### config.mk
export PLATFORM = sky130hd
export DESIGN_NAME = memory_turn_engine_flat
export DESIGN_NICKNAME = d
export VERILOG_FILES = /design/src/rtl/memory_pkg.sv /design/src/rtl/memory_turn_engine_if.sv /design/src/rtl/turn_timer.sv /design/src/rtl/memory_turn_engine.sv /design/src/flat_wrapper.sv
export SDC_FILE = /design/constraint.sdc
export NUM_CORES = 1
export LEC_CHECK = 0
export CORE_MARGIN = 2
export CORE_UTILIZATION = 56
export DETAILED_ROUTE_END_ITERATION = 8
export PLACE_DENSITY = 0.85
export SYNTH_ARGS = -nofsm -noshare
export SYNTH_HDL_FRONTEND = slang
export SYNTH_SLANG_ARGS = --single-unit
### constraint.sdc
create_clock -name clk -period 11.7 [get_ports clk]
set_clock_uncertainty 0.05 [all_clocks]
set_input_delay 1.755 -clock clk [delete_from_list [all_inputs] [get_ports clk]]
set_output_delay 1.755 -clock clk [all_outputs]
set_load 0.02 [all_outputs]
### src/rtl/memory_pkg.sv
// Shared types for the memory game engine and the video generator.
package memory_pkg;

    typedef enum logic [1:0] {
        HIDDEN  = 2'b00,
        SHOWN   = 2'b01,
        MATCHED = 2'b10
    } card_state_t;

    typedef enum logic [2:0] {
        S_IDLE,
        S_PICK1,
        S_PICK2,
        S_CMP,
        S_REVEAL,
        S_OVER
    } game_state_t;

    // Width of the seconds / reveal counters (turn timeout is at most 255).
    localparam int TIMER_W = 8;

    // Player index width; a 2-player game still needs one bit.
    function automatic int pl_width(input int n);
        return (n <= 2) ? 1 : $clog2(n);
    endfunction

endpackage

### src/rtl/memory_turn_engine_if.sv
// Control inputs and board/score outputs of the play engine.
interface memory_turn_engine_if
    import memory_pkg::*;
#(
    parameter int NUM_CARDS   = 16,
    parameter int NUM_PLAYERS = 2,
    parameter int SCORE_W     = 4
);
    localparam int IDX_W = $clog2(NUM_CARDS);
    localparam int SYM_W = $clog2(NUM_CARDS / 2);
    localparam int PL_W  = pl_width(NUM_PLAYERS);

    logic                           start;
    logic [NUM_CARDS*SYM_W-1:0]     deck_sym;
    logic                           tick;
    logic                           left;
    logic                           right;
    logic                           sel;
    logic [NUM_CARDS*2-1:0]         card_st;
    logic [NUM_CARDS*SYM_W-1:0]     card_sym;
    logic [IDX_W-1:0]               cursor;
    logic [PL_W-1:0]                turn;
    logic [NUM_PLAYERS*SCORE_W-1:0] scores;
    logic [TIMER_W-1:0]             secs_left;
    logic                           game_over;
    logic [PL_W:0]                  winner;

    modport master (
        output start, deck_sym, tick, left, right, sel,
        input  card_st, card_sym, cursor, turn, scores, secs_left, game_over, winner
    );

    modport slave (
        input  start, deck_sym, tick, left, right, sel,
        output card_st, card_sym, cursor, turn, scores, secs_left, game_over, winner
    );

endinterface

### src/rtl/turn_timer.sv
// Loadable down-counter used for the turn timeout and the mismatch reveal delay.
// expire flags the enabled step that takes the count from 1 to 0.
module turn_timer #(
    parameter int             W       = 8,
    parameter logic [W-1:0]   RST_VAL = '0
) (
    input  logic         clk,
    input  logic         rst,
    input  logic         load,
    input  logic [W-1:0] load_val,
    input  logic         en,
    output logic [W-1:0] count,
    output logic         expire
);
    logic [W-1:0] count_q, count_d;

    // Next count: load has priority over counting, counter parks at zero.
    always_comb begin
        count_d = count_q;
        if (load) begin
            count_d = load_val;
        end else if (en && (count_q != '0)) begin
            count_d = count_q - 1'b1;
        end
    end

    // Count register.
    always_ff @(posedge clk or posedge rst) begin
        if (rst) begin
            count_q <= RST_VAL;
        end else begin
            count_q <= count_d;
        end
    end

    assign count  = count_q;
    assign expire = en && (count_q == W'(1));

endmodule

### src/rtl/memory_turn_engine.sv
// Play engine for the memory card game: board state, cursor, turns, scores, timers.
module memory_turn_engine
    import memory_pkg::*;
#(
    parameter int NUM_CARDS    = 16,
    parameter int NUM_PLAYERS  = 2,
    parameter int SCORE_W      = 4,
    parameter int TURN_SECS    = 15,
    parameter int REVEAL_TICKS = 2
) (
    input  logic                 clk,
    input  logic                 rst,
    memory_turn_engine_if.slave  bus
);
    localparam int IDX_W = $clog2(NUM_CARDS);
    localparam int SYM_W = $clog2(NUM_CARDS / 2);
    localparam int PL_W  = pl_width(NUM_PLAYERS);

    localparam logic [TIMER_W-1:0] TURN_LD   = TIMER_W'(TURN_SECS);
    localparam logic [TIMER_W-1:0] REVEAL_LD = TIMER_W'(REVEAL_TICKS);
    localparam logic [SCORE_W-1:0] SCORE_MAX = '1;
    localparam logic [IDX_W-1:0]   PAIRS     = IDX_W'(NUM_CARDS / 2);
    localparam logic [IDX_W-1:0]   LAST_IDX  = IDX_W'(NUM_CARDS - 1);
    localparam logic [PL_W-1:0]    LAST_PL   = PL_W'(NUM_PLAYERS - 1);

    game_state_t        state_q, state_d;
    card_state_t        st_q    [NUM_CARDS];
    card_state_t        st_d    [NUM_CARDS];
    logic [SYM_W-1:0]   sym_q   [NUM_CARDS];
    logic [SYM_W-1:0]   sym_d   [NUM_CARDS];
    logic [SCORE_W-1:0] score_q [NUM_PLAYERS];
    logic [SCORE_W-1:0] score_d [NUM_PLAYERS];
    logic [IDX_W-1:0]   cursor_q, cursor_d;
    logic [IDX_W-1:0]   a_q, a_d, b_q, b_d;
    logic [IDX_W-1:0]   matched_q, matched_d;
    logic [PL_W-1:0]    turn_q, turn_d;
    logic               game_over_q, game_over_d;
    logic [PL_W:0]      winner_q, winner_d;

    logic               tmr_load, tmr_en, tmr_expire;
    logic               rev_load, rev_en, rev_expire;
    logic [TIMER_W-1:0] tmr_count, rev_count;
    logic [PL_W-1:0]    next_turn;
    logic               in_pick, mv_right, mv_left, to_over, tie;
    logic [SCORE_W-1:0] best;
    logic [PL_W-1:0]    best_pl;
    logic [PL_W:0]      win_calc;

    assign in_pick   = (state_q == S_PICK1) || (state_q == S_PICK2);
    assign mv_right  = bus.right && !bus.left;
    assign mv_left   = bus.left && !bus.right;
    assign next_turn = (turn_q == LAST_PL) ? '0 : turn_q + 1'b1;
    assign tmr_en    = bus.tick && in_pick;
    assign rev_en    = bus.tick && (state_q == S_REVEAL);

    turn_timer #(.W(TIMER_W), .RST_VAL(TURN_LD)) u_turn_tmr (
        .clk(clk), .rst(rst), .load(tmr_load), .load_val(TURN_LD),
        .en(tmr_en), .count(tmr_count), .expire(tmr_expire)
    );

    turn_timer #(.W(TIMER_W), .RST_VAL('0)) u_reveal_tmr (
        .clk(clk), .rst(rst), .load(rev_load), .load_val(REVEAL_LD),
        .en(rev_en), .count(rev_count), .expire(rev_expire)
    );

    // Game sequencing: next board, cursor, turn, score and winner values.
    always_comb begin
        state_d     = state_q;
        st_d        = st_q;
        sym_d       = sym_q;
        score_d     = score_q;
        cursor_d    = cursor_q;
        a_d         = a_q;
        b_d         = b_q;
        matched_d   = matched_q;
        turn_d      = turn_q;
        game_over_d = game_over_q;
        winner_d    = winner_q;
        tmr_load    = 1'b0;
        rev_load    = 1'b0;
        to_over     = 1'b0;

        case (state_q)
            S_IDLE, S_OVER: begin
                if (bus.start) begin
                    for (int i = 0; i < NUM_CARDS; i++) begin
                        st_d[i]  = HIDDEN;
                        sym_d[i] = bus.deck_sym[i*SYM_W +: SYM_W];
                    end
                    for (int p = 0; p < NUM_PLAYERS; p++) score_d[p] = '0;
                    turn_d      = '0;
                    cursor_d    = '0;
                    matched_d   = '0;
                    winner_d    = '0;
                    game_over_d = 1'b0;
                    tmr_load    = 1'b1;
                    state_d     = S_PICK1;
                end
            end
            S_PICK1, S_PICK2: begin
                if (mv_right) begin
                    cursor_d = (cursor_q == LAST_IDX) ? '0 : cursor_q + 1'b1;
                end else if (mv_left) begin
                    cursor_d = (cursor_q == '0) ? LAST_IDX : cursor_q - 1'b1;
                end
                // A timeout tick beats a simultaneous pick.
                if (tmr_expire) begin
                    if (state_q == S_PICK2) st_d[a_q] = HIDDEN;
                    turn_d   = next_turn;
                    tmr_load = 1'b1;
                    state_d  = S_PICK1;
                end else if (bus.sel && (st_q[cursor_q] == HIDDEN)) begin
                    // Card a is SHOWN in S_PICK2, so it can never be picked twice.
                    st_d[cursor_q] = SHOWN;
                    if (state_q == S_PICK1) begin
                        a_d     = cursor_q;
                        state_d = S_PICK2;
                    end else begin
                        b_d     = cursor_q;
                        state_d = S_CMP;
                    end
                end
            end
            S_CMP: begin
                if (sym_q[a_q] == sym_q[b_q]) begin
                    st_d[a_q] = MATCHED;
                    st_d[b_q] = MATCHED;
                    if (score_q[turn_q] != SCORE_MAX) score_d[turn_q] = score_q[turn_q] + 1'b1;
                    matched_d = matched_q + 1'b1;
                    tmr_load  = 1'b1;
                    if (matched_d == PAIRS) begin
                        to_over     = 1'b1;
                        game_over_d = 1'b1;
                        state_d     = S_OVER;
                    end else begin
                        state_d = S_PICK1;
                    end
                end else begin
                    rev_load = 1'b1;
                    state_d  = S_REVEAL;
                end
            end
            S_REVEAL: begin
                if (rev_expire) begin
                    st_d[a_q] = HIDDEN;
                    st_d[b_q] = HIDDEN;
                    turn_d    = next_turn;
                    tmr_load  = 1'b1;
                    state_d   = S_PICK1;
                end
            end
            default: state_d = S_IDLE;
        endcase

        // Winner over the updated scores; any repeat of the maximum is a tie.
        best    = score_d[0];
        best_pl = '0;
        tie     = 1'b0;
        for (int p = 1; p < NUM_PLAYERS; p++) begin
            if (score_d[p] > best) begin
                best    = score_d[p];
                best_pl = PL_W'(p);
                tie     = 1'b0;
            end else if (score_d[p] == best) begin
                tie = 1'b1;
            end
        end
        win_calc = tie ? {1'b1, {PL_W{1'b0}}} : {1'b0, best_pl};
        if (to_over) winner_d = win_calc;
    end

    // Engine state registers; reset aborts any game in progress.
    always_ff @(posedge clk or posedge rst) begin
        if (rst) begin
            state_q     <= S_IDLE;
            for (int i = 0; i < NUM_CARDS; i++) begin
                st_q[i]  <= HIDDEN;
                sym_q[i] <= '0;
            end
            for (int p = 0; p < NUM_PLAYERS; p++) score_q[p] <= '0;
            cursor_q    <= '0;
            a_q         <= '0;
            b_q         <= '0;
            matched_q   <= '0;
            turn_q      <= '0;
            game_over_q <= 1'b0;
            winner_q    <= '0;
        end else begin
            state_q     <= state_d;
            st_q        <= st_d;
            sym_q       <= sym_d;
            score_q     <= score_d;
            cursor_q    <= cursor_d;
            a_q         <= a_d;
            b_q         <= b_d;
            matched_q   <= matched_d;
            turn_q      <= turn_d;
            game_over_q <= game_over_d;
            winner_q    <= winner_d;
        end
    end

    for (genvar i = 0; i < NUM_CARDS; i++) begin : g_cards
        assign bus.card_st[i*2 +: 2]          = st_q[i];
        assign bus.card_sym[i*SYM_W +: SYM_W] = sym_q[i];
    end
    for (genvar p = 0; p < NUM_PLAYERS; p++) begin : g_scores
        assign bus.scores[p*SCORE_W +: SCORE_W] = score_q[p];
    end

    assign bus.cursor    = cursor_q;
    assign bus.turn      = turn_q;
    assign bus.secs_left = tmr_count;
    assign bus.game_over = game_over_q;
    assign bus.winner    = winner_q;

endmodule

### src/flat_wrapper.sv
// flat-port wrapper written by rule: the top's interface ports become plain ports
module memory_turn_engine_flat import memory_pkg::*;
#(
    parameter int NUM_CARDS    = 16,
    parameter int NUM_PLAYERS  = 2,
    parameter int SCORE_W      = 4,
    parameter int TURN_SECS    = 15,
    parameter int REVEAL_TICKS = 2
)
  (clk, rst, bus_start, bus_deck_sym, bus_tick, bus_left, bus_right, bus_sel, bus_card_st, bus_card_sym, bus_cursor, bus_turn, bus_scores, bus_secs_left, bus_game_over, bus_winner);
  memory_turn_engine_if #(.NUM_CARDS(NUM_CARDS), .NUM_PLAYERS(NUM_PLAYERS), .SCORE_W(SCORE_W)) bus_i ();
  input  logic clk;
  input  logic rst;
  input wire logic [$bits(bus_i.start)-1:0] bus_start;
  input wire logic [$bits(bus_i.deck_sym)-1:0] bus_deck_sym;
  input wire logic [$bits(bus_i.tick)-1:0] bus_tick;
  input wire logic [$bits(bus_i.left)-1:0] bus_left;
  input wire logic [$bits(bus_i.right)-1:0] bus_right;
  input wire logic [$bits(bus_i.sel)-1:0] bus_sel;
  output wire logic [$bits(bus_i.card_st)-1:0] bus_card_st;
  output wire logic [$bits(bus_i.card_sym)-1:0] bus_card_sym;
  output wire logic [$bits(bus_i.cursor)-1:0] bus_cursor;
  output wire logic [$bits(bus_i.turn)-1:0] bus_turn;
  output wire logic [$bits(bus_i.scores)-1:0] bus_scores;
  output wire logic [$bits(bus_i.secs_left)-1:0] bus_secs_left;
  output wire logic [$bits(bus_i.game_over)-1:0] bus_game_over;
  output wire logic [$bits(bus_i.winner)-1:0] bus_winner;
  assign bus_i.start = bus_start;
  assign bus_i.deck_sym = bus_deck_sym;
  assign bus_i.tick = bus_tick;
  assign bus_i.left = bus_left;
  assign bus_i.right = bus_right;
  assign bus_i.sel = bus_sel;
  assign bus_card_st = bus_i.card_st;
  assign bus_card_sym = bus_i.card_sym;
  assign bus_cursor = bus_i.cursor;
  assign bus_turn = bus_i.turn;
  assign bus_scores = bus_i.scores;
  assign bus_secs_left = bus_i.secs_left;
  assign bus_game_over = bus_i.game_over;
  assign bus_winner = bus_i.winner;
  memory_turn_engine #(.NUM_CARDS(NUM_CARDS), .NUM_PLAYERS(NUM_PLAYERS), .SCORE_W(SCORE_W), .TURN_SECS(TURN_SECS), .REVEAL_TICKS(REVEAL_TICKS)) u_core (.clk(clk), .rst(rst), .bus(bus_i));
endmodule
Yosys cells after proc, flatten, opt, wreduce, memory -nomap -nowiden:

Cells that the tools add are included.

* output and inout port bits: 104
* RAM bits: 0
* memory bits (read-only): 0
* bits in registers: 127
* memories: 0
* latch bits: 0

* reductions and logical operators: 41
* $lt $le $gt $ge: 9
* eq/ne operators: 20
* add/subtract/negate cells: 7
* multipliers: 0
* bitwise operators: 19
* multiplexer cells: 77
* div/mod/pow operators: 0
* shift operators: 0

Operator list (number)
* $mux W32: 6
* $pmux W32 S4: 1
* $and A32 B32 Y32: 2
* $not A32 Y32: 2
* $mux W8: 7
* $and A16 B16 Y16: 3
* $not A16 Y16: 3
* $or A16 B16 Y16: 3
* $mux W4: 10
* $mux W3: 10
* $bmux W3 S4: 2
* $demux W2 S4: 3
* $mux W1: 19
* $mux W2: 9
* $eq A8 B1 Y1 const B: 2
* $pmux W4 S2: 2
* $pmux W8 S2: 1
* $reduce_and A4 Y1: 4
* $reduce_bool A8 Y1: 2
* $sub A8 B1 Y8 const B: 2
* $ge A5 B5 Y1 const B: 3
* $lt A5 B1 Y1 const B: 3
* $not A4 Y5: 3
* $logic_and A1 B1 Y1: 13
* 38 further kinds: 58

Longest topological paths before layout:

Gate-level depths: netlist (run 1).

* word-level depth: 14
* mapped depth: 17

Modules after synthesis:

A second synthesis (run 1) with hierarchy kept.

* cell total of the unflattened synthesis: 947
* area, all modules: 8345.5 µm²

Modules (own cells, without submodules)
* memory_turn_engine: times used 1, cells each 815, seq. area each 2777.7 µm², area an instance 7184.4 µm²
* turn_timer at u_core.u_turn_tmr: times used 1, cells each 66, seq. area each 205.2 µm², area an instance 583.1 µm²
* turn_timer at u_core.u_reveal_tmr: times used 1, cells each 66, seq. area each 200.2 µm², area an instance 578.1 µm²

Least setup slack after synthesis (run 1):

OpenSTA, ideal clock, no wires.

* path type: reg-to-reg
* from: register u_core.a_q[1]
* to: register u_core.winner_q[0] (netlist: u_core.bus.winner[0])
* data required time: 11510 ps
* stages on the path, launching flop included: 18
* path buffers: 3
* arrival time: 3657 ps
* library setup time: 140 ps
* slack: 7853 ps
* cell sequence: dfrtp_1 > clkbuf_1 > clkbuf_1 > mux4_2 > a22oi_1 > nand2_1 > xor2_1 > or4_4 > or3_1 > buf_2 > nor2_1 > a31oi_1 > ha_1 > nor2b_1 > o21a_1 > o21a_1 > o21ai_0 > o21ai_0

* word-level cells in the longest chain between the ends: 12
* elaborated cells on any way between the ends: 19

Ends and longest elaborated chain
* start, declared: RTL line memory_turn_engine.sv:34 `logic [IDX_W-1:0] a_q, a_d, b_q, b_d;`
* start signal, assigned: RTL line memory_turn_engine.sv:182 `a_q <= '0;`
* start signal, assigned: RTL line memory_turn_engine.sv:194 `a_q <= a_d;`
* $not A4 Y5 (not written as such) (*): RTL line memory_turn_engine.sv:125 `if (sym_q[a_q] == sym_q[b_q]) begin`
* $bmux W3 S4 (*): RTL line memory_turn_engine.sv:125
* $mux W3 (not written as such) (*) (2 in a row): RTL line memory_turn_engine.sv:125
* $eq A3 B3 Y1 (*): RTL line memory_turn_engine.sv:125
* parallel branches: the longest is 7 deep, another holds $gt A4 B4 Y1
* end signal, assigned: RTL line memory_turn_engine.sv:199 `winner_q <= winner_d;`
* end, declared: RTL line memory_turn_engine.sv:38 `logic [PL_W:0] winner_q, winner_d;`

Every way passes the cells marked *. The select of a mux whose other input is x is not followed.
A chain may end at the register's enable or synchronous reset.

Final worst setup path (run 1):

* from: register u_core.a_q[0]
* to: register u_core.winner_q[0] (netlist: u_core.bus.winner[0])

The elaborated chain is that of the path after synthesis.

==> reports/metrics.yaml, run 1 <==
status: "finished with violations"
violations: "design-rule violations"
drive_gt1_frac: 0.0876
yosysMostFrequentCell: "nand2_1"
cts_resized: 0
muxShareOfSynthArea: 0.101
cts_tree: "yes"
drc_errors: 1
synth_fa_ha_area_frac: 0.0255
top_level_ports: 159
overflow: 0
die-area_um2: 14100
postCtsHoldBufs: 0
fin_crit_sh: 0.412
antenna_found_initial: 0
synth_nets: 899
path_cells: "mux4_2, a22o_1, a221oi_2, xnor2_1, or4_4, or3_1, nor2_1, a31oi_1, ha_1, nor2b_1, o21a_1, o21a_1, o21ai_0, o21ai_0"
p_clk_frac: 0.209
routed_via_density: 6.23
grt_pass1_vias: 6877
grt_usage: 0.325
min_period_ns: 4.82
synthTopCellsByArea: "dfrtp_1, nand2_1, mux4_2"
cp-end-kind: "register"
yosysTopAreaCellShare: 0.419
clk_pin_slew_ns: 0.06
drtIter0Drc: 691
first_pass_iters: 8
htree_levels: 4
cts_made_buffers: 17
syn-instance-count: 829
yosys.area_share.simple: 0.195
area_growth_syn_to_layout_pct: 31.0
antenna_cells: 0
synthArstFlopShare: 1.00
hpwlAfterDp_um: 15000
grt_pass1_wl_um: 36100
synth_area_per_cell_um2: 8.86
cp_slowest_cell: "dfrtp_1"
met2_usage: 0.504
worst_ep_required_time_ns: 11.93
synth_edf_count: 0
hold_class: "reg2reg"
switching_share: 0.442
postCtsSetupRepairBufs: 0
port_buffers: 158
seqPwrFrac: 0.294
met3_usage: 0.0869
p_comb_frac: 0.497
synth_compound_area_frac: 0.177
powerDensity_nw_per_um2: 285
routedWlPerCell_um: 19.5
grt-busiest-layer: "met2"
utilization: 0.756
postRouteAntennaNets: 0
ir_drop_uv: 179
ys_seq_elements: 127
drt-total-wl_um: 22300
grt_max_degree: 73
synth-xor-area-share: 0.0298
rows: 41
worstMarginPinSlew_ns: 1.23
insertion_delay_ns: 0.43
slowest_delay_ns: 0.95
grt_use_met1: 0.435
hold_viol: 0
nNetsFinal: 1028
clock-sinks: 127
num_vias: 7110
leakage_nw: 4.17
relSlewSlack: 0.174
path_class: "reg2reg"
synthTopCellsByCount: "nand2_1, dfrtp_1, o21ai_0"
cap_viol_max_count: 0
synth_top_family_by_area: "simple AND/OR/NAND/NOR gates"
synth_top_cell_by_area: "dfrtp_1"
core_um2: 12700
gp_congestion: 0.959
yosysSeqAreaShare: 0.433
grt_setup_unrepaired: "no"
setup_violations: 0
slew_viol_final: 0
p_switching_mw: 1.21
netlist_area_um2: 7350
startpoint_type: "register"
cts_root_buf: "clkbuf_16"
worstPathArrival_ns: 5.06
start_util: 0.578
ys.flop_type: "dfrtp_1"
worstPathMaxFanout: 32
ys_warn_count: 0
p_int_mw: 1.53
die_x_um: 119
tns_ns: 0
clock_path_buffers: 2
max_freq_mhz: 207
die_y_um: 119
yosys.cell_types.count: 56
area by class of cell:
type | instances | area [µm²]
clock buffer | 21 | 480
clock inverter | 10 | 159
inverter | 20 | 77.6
sequential | 127 | 3180
tap | 172 | 215
multi-input combinational | 629 | 3890
timing repair buffer | 163 | 1620
fill | 936 | 3100
state kept, by name (all words and copies together) (netlist names), 8 cells and up:
| register | count |
|---|---|
| u_core.u_turn_tmr.count | 8 |
| u_core.bus.card_sym | 48 |
| u_core.bus.scores | 8 |
| u_core.u_reveal_tmr.count | 8 |
| u_core.bus.card_st | 32 |
critical path, delay by kind of cell, from the launching register on:
| family | cells | cell delay, ns |
|---|---|---|
| muxes | 1 | 0.60 |
| and+or+nand+nor | 4 | 1.53 |
| DFF | 1 | 0.95 |
| adders and majority gates | 1 | 0.33 |
| xor gates and xnor gates | 1 | 0.13 |
| AOI/OAI and AO/OA | 7 | 1.08 |
metal layers:
| metal | vias up | routed length [µm] |
|---|---|---|
| met1 | 3404 | 8960 |
| met3 | 63 | 2180 |
| met4 | 0 | 741 |
| met5 | - | 0 |
| li1 | 3209 | - |
| met2 | 434 | 10400 |
layout by cell type (no fill, tap or decap), drive strengths merged, types with 17 or more instances in the layout:
master / n
inv: 19
a22oi: 17
mux4: 28
nor2: 52
dfrtp: 123
clkbuf: 21
clkdlybuf4s50: 158
nand3: 21
nand2: 205
o21ai: 87
a31oi: 33
a21oi: 39
path summary, 6_finish.rpt:
kind | from | end | slack [ns] | cells past startpoint
max reg2reg | u_core.a_q[0]$_DFFE_PP0P_ | u_core.bus.winner[0]$_DFFE_PP0P_ | 6.88 | 14
min | u_core.bus.game_over$_DFFE_PP0P_ | u_core.bus.game_over$_DFFE_PP0P_ | 0.44 | 2
max | u_core.a_q[0]$_DFFE_PP0P_ | u_core.bus.winner[0]$_DFFE_PP0P_ | 6.88 | 14
max in group asynchronous | rst | u_core.bus.card_st[11]$_DFFE_PP0P_ | 8.49 | 3
min reg2reg | u_core.bus.game_over$_DFFE_PP0P_ | u_core.bus.game_over$_DFFE_PP0P_ | 0.44 | 2
min in group asynchronous | rst | u_core.bus.card_sym[1]$_DFFE_PP0P_ | 1.74 | 2
power by group through the flow:
stage	clock network, mW	registers, mW	logic (mW)
after floorplan	0	0.819	0.814
after global placement	0	0.797	1.30
after detailed placement	0	0.805	1.32
after CTS	0.574	0.804	1.34
after global routing	0.596	0.832	1.46
final	0.574	0.809	1.36
cells by family after synthesis:
family	count (synthesis)
AND/OR/NAND/NOR	335
AO/OA/AOI/OAI	216
buffers and inverters	73
flip-flops	127
adder cells (fa/ha/maj)	15
multiplexers	38
XOR/XNOR	25
per-stage QoR:
step                worst slack [ns]  instances  hold slack [ns]  area (µm²)  power [mW]
floorplan                       6.52        829            0.416        7350        1.63
global placement                6.74       1111            0.414        8980        2.09
detailed placement              6.61       1111            0.421        8980        2.13
CTS                             6.90       1142            0.434        9620        2.72
global route                    6.51       1142            0.448        9620        2.89
finish                          6.88       1142            0.436        9620        2.75
No activity file was read; power rests on OpenSTA's default activity.
==> run 2, diff against run 1 <==
--- a/config.mk
+++ b/config.mk
@@ -6,9 +6,9 @@
 export NUM_CORES = 1
 export LEC_CHECK = 0
 export CORE_MARGIN = 2
-export CORE_UTILIZATION = 56
+export CORE_UTILIZATION = 52
 export DETAILED_ROUTE_END_ITERATION = 8
-export PLACE_DENSITY = 0.85
+export PLACE_DENSITY = 0.8
 export SYNTH_ARGS = -nofsm -noshare
 export SYNTH_HDL_FRONTEND = slang
 export SYNTH_SLANG_ARGS = --single-unit
==> constraint.sdc (replaced) <==
create_clock -name clk -period 4.6 [get_ports clk]
set_clock_uncertainty 0.05 [all_clocks]
set_input_delay 0.69 -clock clk [delete_from_list [all_inputs] [get_ports clk]]
set_output_delay 0.69 -clock clk [all_outputs]
set_load 0.02 [all_outputs]
==> reports/metrics.yaml, run 2 (synthesis gave the netlist of run 1 again) <==
status: "finished with violations"
violations: "design-rule violations"
area_growth_syn_to_layout_pct: 32.8
slowest_delay_ns: 0.90
top_level_ports: 159
cts_resized: 0
ir_drop_uv: 434
leakage_nw: 4.25
nNetsFinal: 1040
postRouteAntennaNets: 0
cts_root_buf: "clkbuf_16"
worst_ep_required_time_ns: 4.82
path_class: "reg2reg"
drt-total-wl_um: 21600
port_buffers: 158
power_mw: 7.07
gp_congestion: 0.911
die_x_um: 123
routedWlPerCell_um: 18.6
reg2reg_slack_ns: 0.23
startpoint_type: "register"
num_vias: 7020
worstMarginPinSlew_ns: 1.12
relSlewSlack: 0.251
path_cells: "mux4_2, a22oi_1, nand3_1, xnor2_1, or4_4, or3_1, nor2_1, a31oi_1, ha_1, nor2b_1, o21a_1, o21a_1, o21ai_0, o21ai_0"
drc_errors: 2
max_freq_mhz: 229
hold_viol: 0
hpwlAfterDp_um: 14800
clock_path_buffers: 2
multi_input_area_um2: 3890
fin_crit_sh: 0.950
hold_class: "reg2reg"
htree_levels: 4
worstPathArrival_ns: 4.59
rows: 43
insertion_delay_ns: 0.42
first_pass_iters: 8
start_util: 0.531
setup_violations: 0
min_from: "u_core.bus.game_over$_DFFE_PP0P_"
postCtsHoldBufs: 0
antenna_cells: 0
die-area_um2: 15100
cp_slowest_cell: "dfrtp_1"
cts_tree: "yes"
cap_viol_max_count: 0
tns_ns: 0
utilization: 0.706
cp_top_family: "simple AND/OR/NAND/NOR gates"
core_um2: 13800
drive_gt1_frac: 0.0997
slew_viol_final: 0
final_cell_mix: "nand2_1, clkdlybuf4s50_1, dfrtp_1"
r2r-end: "u_core.bus.winner[0]$_DFFE_PP0P_"
nFillCells: 1043
grt_setup_unrepaired: "no"
min_period_ns: 4.37
cts_made_buffers: 17
largest_register_ffs: 48
powerDensity_nw_per_um2: 725
die_y_um: 123
postCtsSetupRepairBufs: 0
regArea_um2: 3180
grt_max_degree: 77
cp-end-kind: "register"
grt_usage: 0.297
hold-path-endpoint: "u_core.bus.game_over$_DFFE_PP0P_"
worstPathMaxFanout: 20
hold-path-cell-count: 2
routed_via_density: 6.04
layout.cells.non_filler: 1163
ff2ff_path_depth: 14
dp_cells: 1131
mostFrequentLayoutCell: "nand2_1"
clk_pin_slew_ns: 0.06
r2r-start: "u_core.b_q[1]$_DFFE_PP0P_"
drtIter0Drc: 534
overflow: 0
grt_pass1_wl_um: 34800
grt_pass1_vias: 6807
antenna_found_initial: 0
cp_num_buf_inv: 0
clock-sinks: 127
-- run 2: final cells by class --
type,instances,share of cell area
sequential,127,0.326
tap,180,0.0231
multi-input combinational,629,0.399
clock inverter,12,0.0218
clock buffer,20,0.0468
timing repair buffer,175,0.175
inverter,20,0.00795
-- run 2: routing by layer --
layer  wire length, µm  vias up  global-route usage  share of wire
li1                  -     3232                   -              -
met4               482        0               0.115          0.022
met3              2120       50              0.0753          0.098
met2             10300      415               0.465           0.48
met5                 0        -                   0              0
met1              8730     3323               0.399           0.40
-- run 2: where the power goes --
group | internal (mW) | switching, mW | total, mW
combinational | 1.53 | 2.02 | 3.55
sequential | 1.47 | 0.536 | 2.00
clock | 1.04 | 0.483 | 1.52
-- run 2: through the flow --
step	hold slack, ns	setup WS, ns	instance area, µm²
after detailed placement	0.429	0.185	9080
after global placement	0.421	0.351	9080
after CTS	0.447	0.142	9750
final	0.439	0.230	9760
after floorplan	0.416	0.482	7350
after global routing	0.482	0.0533	9760
-- run 2: worst max-delay path by stage --
| stage | start | to | slack [ns] | cells after the start |
|---|---|---|---|---|
| 2_1_floorplan | rst | u_core.a_q[0]$_DFFE_PP0P_ | 0.48 | 1 |
| 3_3_place_gp | u_core.a_q[0]$_DFFE_PP0P_ | u_core.bus.winner[0]$_DFFE_PP0P_ | 0.35 | 14 |
| 3_5_place_dp | u_core.a_q[0]$_DFFE_PP0P_ | u_core.bus.winner[0]$_DFFE_PP0P_ | 0.19 | 14 |
| 4_1_cts | u_core.a_q[0]$_DFFE_PP0P_ | u_core.bus.winner[0]$_DFFE_PP0P_ | 0.14 | 14 |
| 5_1_grt | u_core.b_q[1]$_DFFE_PP0P_ | u_core.bus.winner[0]$_DFFE_PP0P_ | 0.05 | 14 |
| 6_report | u_core.b_q[1]$_DFFE_PP0P_ | u_core.bus.winner[0]$_DFFE_PP0P_ | 0.23 | 14 |
-- run 2: tightest hold or removal path: cells and delay by family (launching register included) --
family	cells	cell delay, ns
AND/OR/NAND/NOR	2	0.11
flip-flops	1	0.35
==> run 3, diff against run 2 <==
--- a/config.mk
+++ b/config.mk
@@ -5,7 +5,7 @@
 export SDC_FILE = /design/constraint.sdc
 export NUM_CORES = 1
 export LEC_CHECK = 0
-export CORE_MARGIN = 2
+export CORE_MARGIN = 1
 export CORE_UTILIZATION = 52
 export DETAILED_ROUTE_END_ITERATION = 8
 export PLACE_DENSITY = 0.8
==> reports/metrics.yaml, run 3 (synthesis gave the netlist of run 1 again) <==
antenna_cells: 0
worstPathArrival_ns: 4.54
rows: 43
final.setup.worst_slack_ns: 0.269
area_growth_syn_to_layout_pct: 32.3
hold_viol: 0
cts_tree: "yes"
p_int_mw: 3.92
nNetsFinal: 1039
insertion_delay_ns: 0.43
status: "finished clean"
routed_via_density: 6.11
mostFrequentLayoutCell: "nand2_1"
overflow: 0
postRouteAntennaNets: 0
r2r-start: "u_core.b_q[1]$_DFFE_PP0P_"
gp_congestion: 0.939
min_period_ns: 4.33
top_level_ports: 159
cts_made_buffers: 17
powerDensity_nw_per_um2: 718
largest_register_ffs: 48
path_class: "reg2reg"
drive_gt1_frac: 0.0998
worstMarginPinSlew_ns: 1.08
cp_top_family: "simple AND/OR/NAND/NOR gates"
dp_slack_ns: 0.231
fin_crit_sh: 0.941
reg2reg_slack_ns: 0.27
max_freq_mhz: 231
utilization: 0.703
hold_class: "reg2reg"
htree_levels: 4
seqPwrFrac: 0.284
clock_path_buffers: 2
p_comb_frac: 0.512
crit_start: "u_core.b_q[1]$_DFFE_PP0P_"
grt_max_degree: 71
core_um2: 13800
drtIter0Drc: 738
ff2ff_path_depth: 14
min_from: "u_core.bus.game_over$_DFFE_PP0P_"
worstPathMaxFanout: 20
cts_root_buf: "clkbuf_16"
grt_setup_unrepaired: "no"
grt_usage: 0.309
ir_drop_uv: 434
slowest_delay_ns: 0.88
drt-total-wl_um: 21800
hpwlAfterDp_um: 15100
cp_num_buf_inv: 0
die_y_um: 121
power_mw: 6.98
p_clk_frac: 0.204
first_pass_iters: 5
cp-end-kind: "register"
path_cells: "mux4_2, a22oi_1, nand3_1, xor2_1, or4_4, or3_1, nor2_1, a31oi_1, ha_1, nor2b_1, o21a_1, o21a_1, o21ai_0, o21ai_0"
grt_pass1_wl_um: 34800
routedWlPerCell_um: 18.8
drc_errors: 0
startpoint_type: "register"
final_cell_mix: "nand2_1, clkdlybuf4s50_1, dfrtp_1"
worst_ep_required_time_ns: 4.81
cp_slowest_cell: "dfrtp_1"
antenna_found_initial: 0
cap_viol_max_count: 0
port_buffers: 158
switching_share: 0.439
hold-path-cell-count: 2
postCtsHoldBufs: 0
num_vias: 7100
slew_viol_final: 0
clk_pin_slew_ns: 0.06
setup_violations: 0
die-area_um2: 14600
path_depth: 14
grt_pass1_vias: 6770
leakage_nw: 4.22
die_x_um: 121
hold_ws_ns: 0.431
clock-sinks: 127
p_switching_mw: 3.06
tns_ns: 0
relSlewSlack: 0.275
start_util: 0.531
[run 3: path summary, 6_finish.rpt]
path,to
hold / removal,u_core.bus.game_over$_DFFE_PP0P_
setup / recovery,u_core.bus.winner[0]$_DFFE_PP0P_
hold reg to reg,u_core.bus.game_over$_DFFE_PP0P_
max in group asynchronous,u_core.u_turn_tmr.count[0]$_DFFE_PP1P_
setup reg to reg,u_core.bus.winner[0]$_DFFE_PP0P_
min in group asynchronous,u_core.bus.card_sym[45]$_DFFE_PP0P_
[run 3: power groups by stage]
stage	Sequential, mW	Combinational [mW]	Clock (mW)
final	1.98	3.58	1.42
after floorplan	2.08	2.07	0
after global placement	1.95	3.43	0
after CTS	1.97	3.52	1.44
after global routing	2.03	3.87	1.49
after detailed placement	1.98	3.50	0
[run 3: metrics by stage]
| step | cell area, µm² | instances |
|---|---|---|
| after floorplan | 7350 | 829 |
| after CTS | 9720 | 1162 |
| after global routing | 9720 | 1162 |
| final | 9720 | 1162 |
| after detailed placement | 9090 | 1130 |
| after global placement | 9090 | 1130 |
[run 3: metal layers]
metal  vias up  GRT usage  wire length, µm
li1       3229          -                -
met2       393      0.479            10300
met1      3415      0.410             8860
met4         0      0.127              724
met3        63     0.0869             1920
met5         -          0                0
[run 3: repair_timing]
action,CTS,global route
endpoints found under the setup margin,0,1
resized for setup,0,1
setup buffers,0,0
[run 3: worst register-to-register path: cells and delay by family, from the launching register on]
family / cells / cell delay (ns)
simple gates: 5 / 1.44
mux: 1 / 0.44
fa+ha+maj: 1 / 0.31
xor+xnor: 1 / 0.18
flops: 1 / 0.88
compound gates: 6 / 0.86
[run 3: final cells by class]
class	count	area (µm²)
Clock buffer	18	439
Multi-Input combinational cell	629	3890
Timing Repair Buffer	174	1710
Clock inverter	14	190
Tap cell	180	225
Sequential cell	127	3180
Fill cell	1055	4110
Inverter	20	77.6
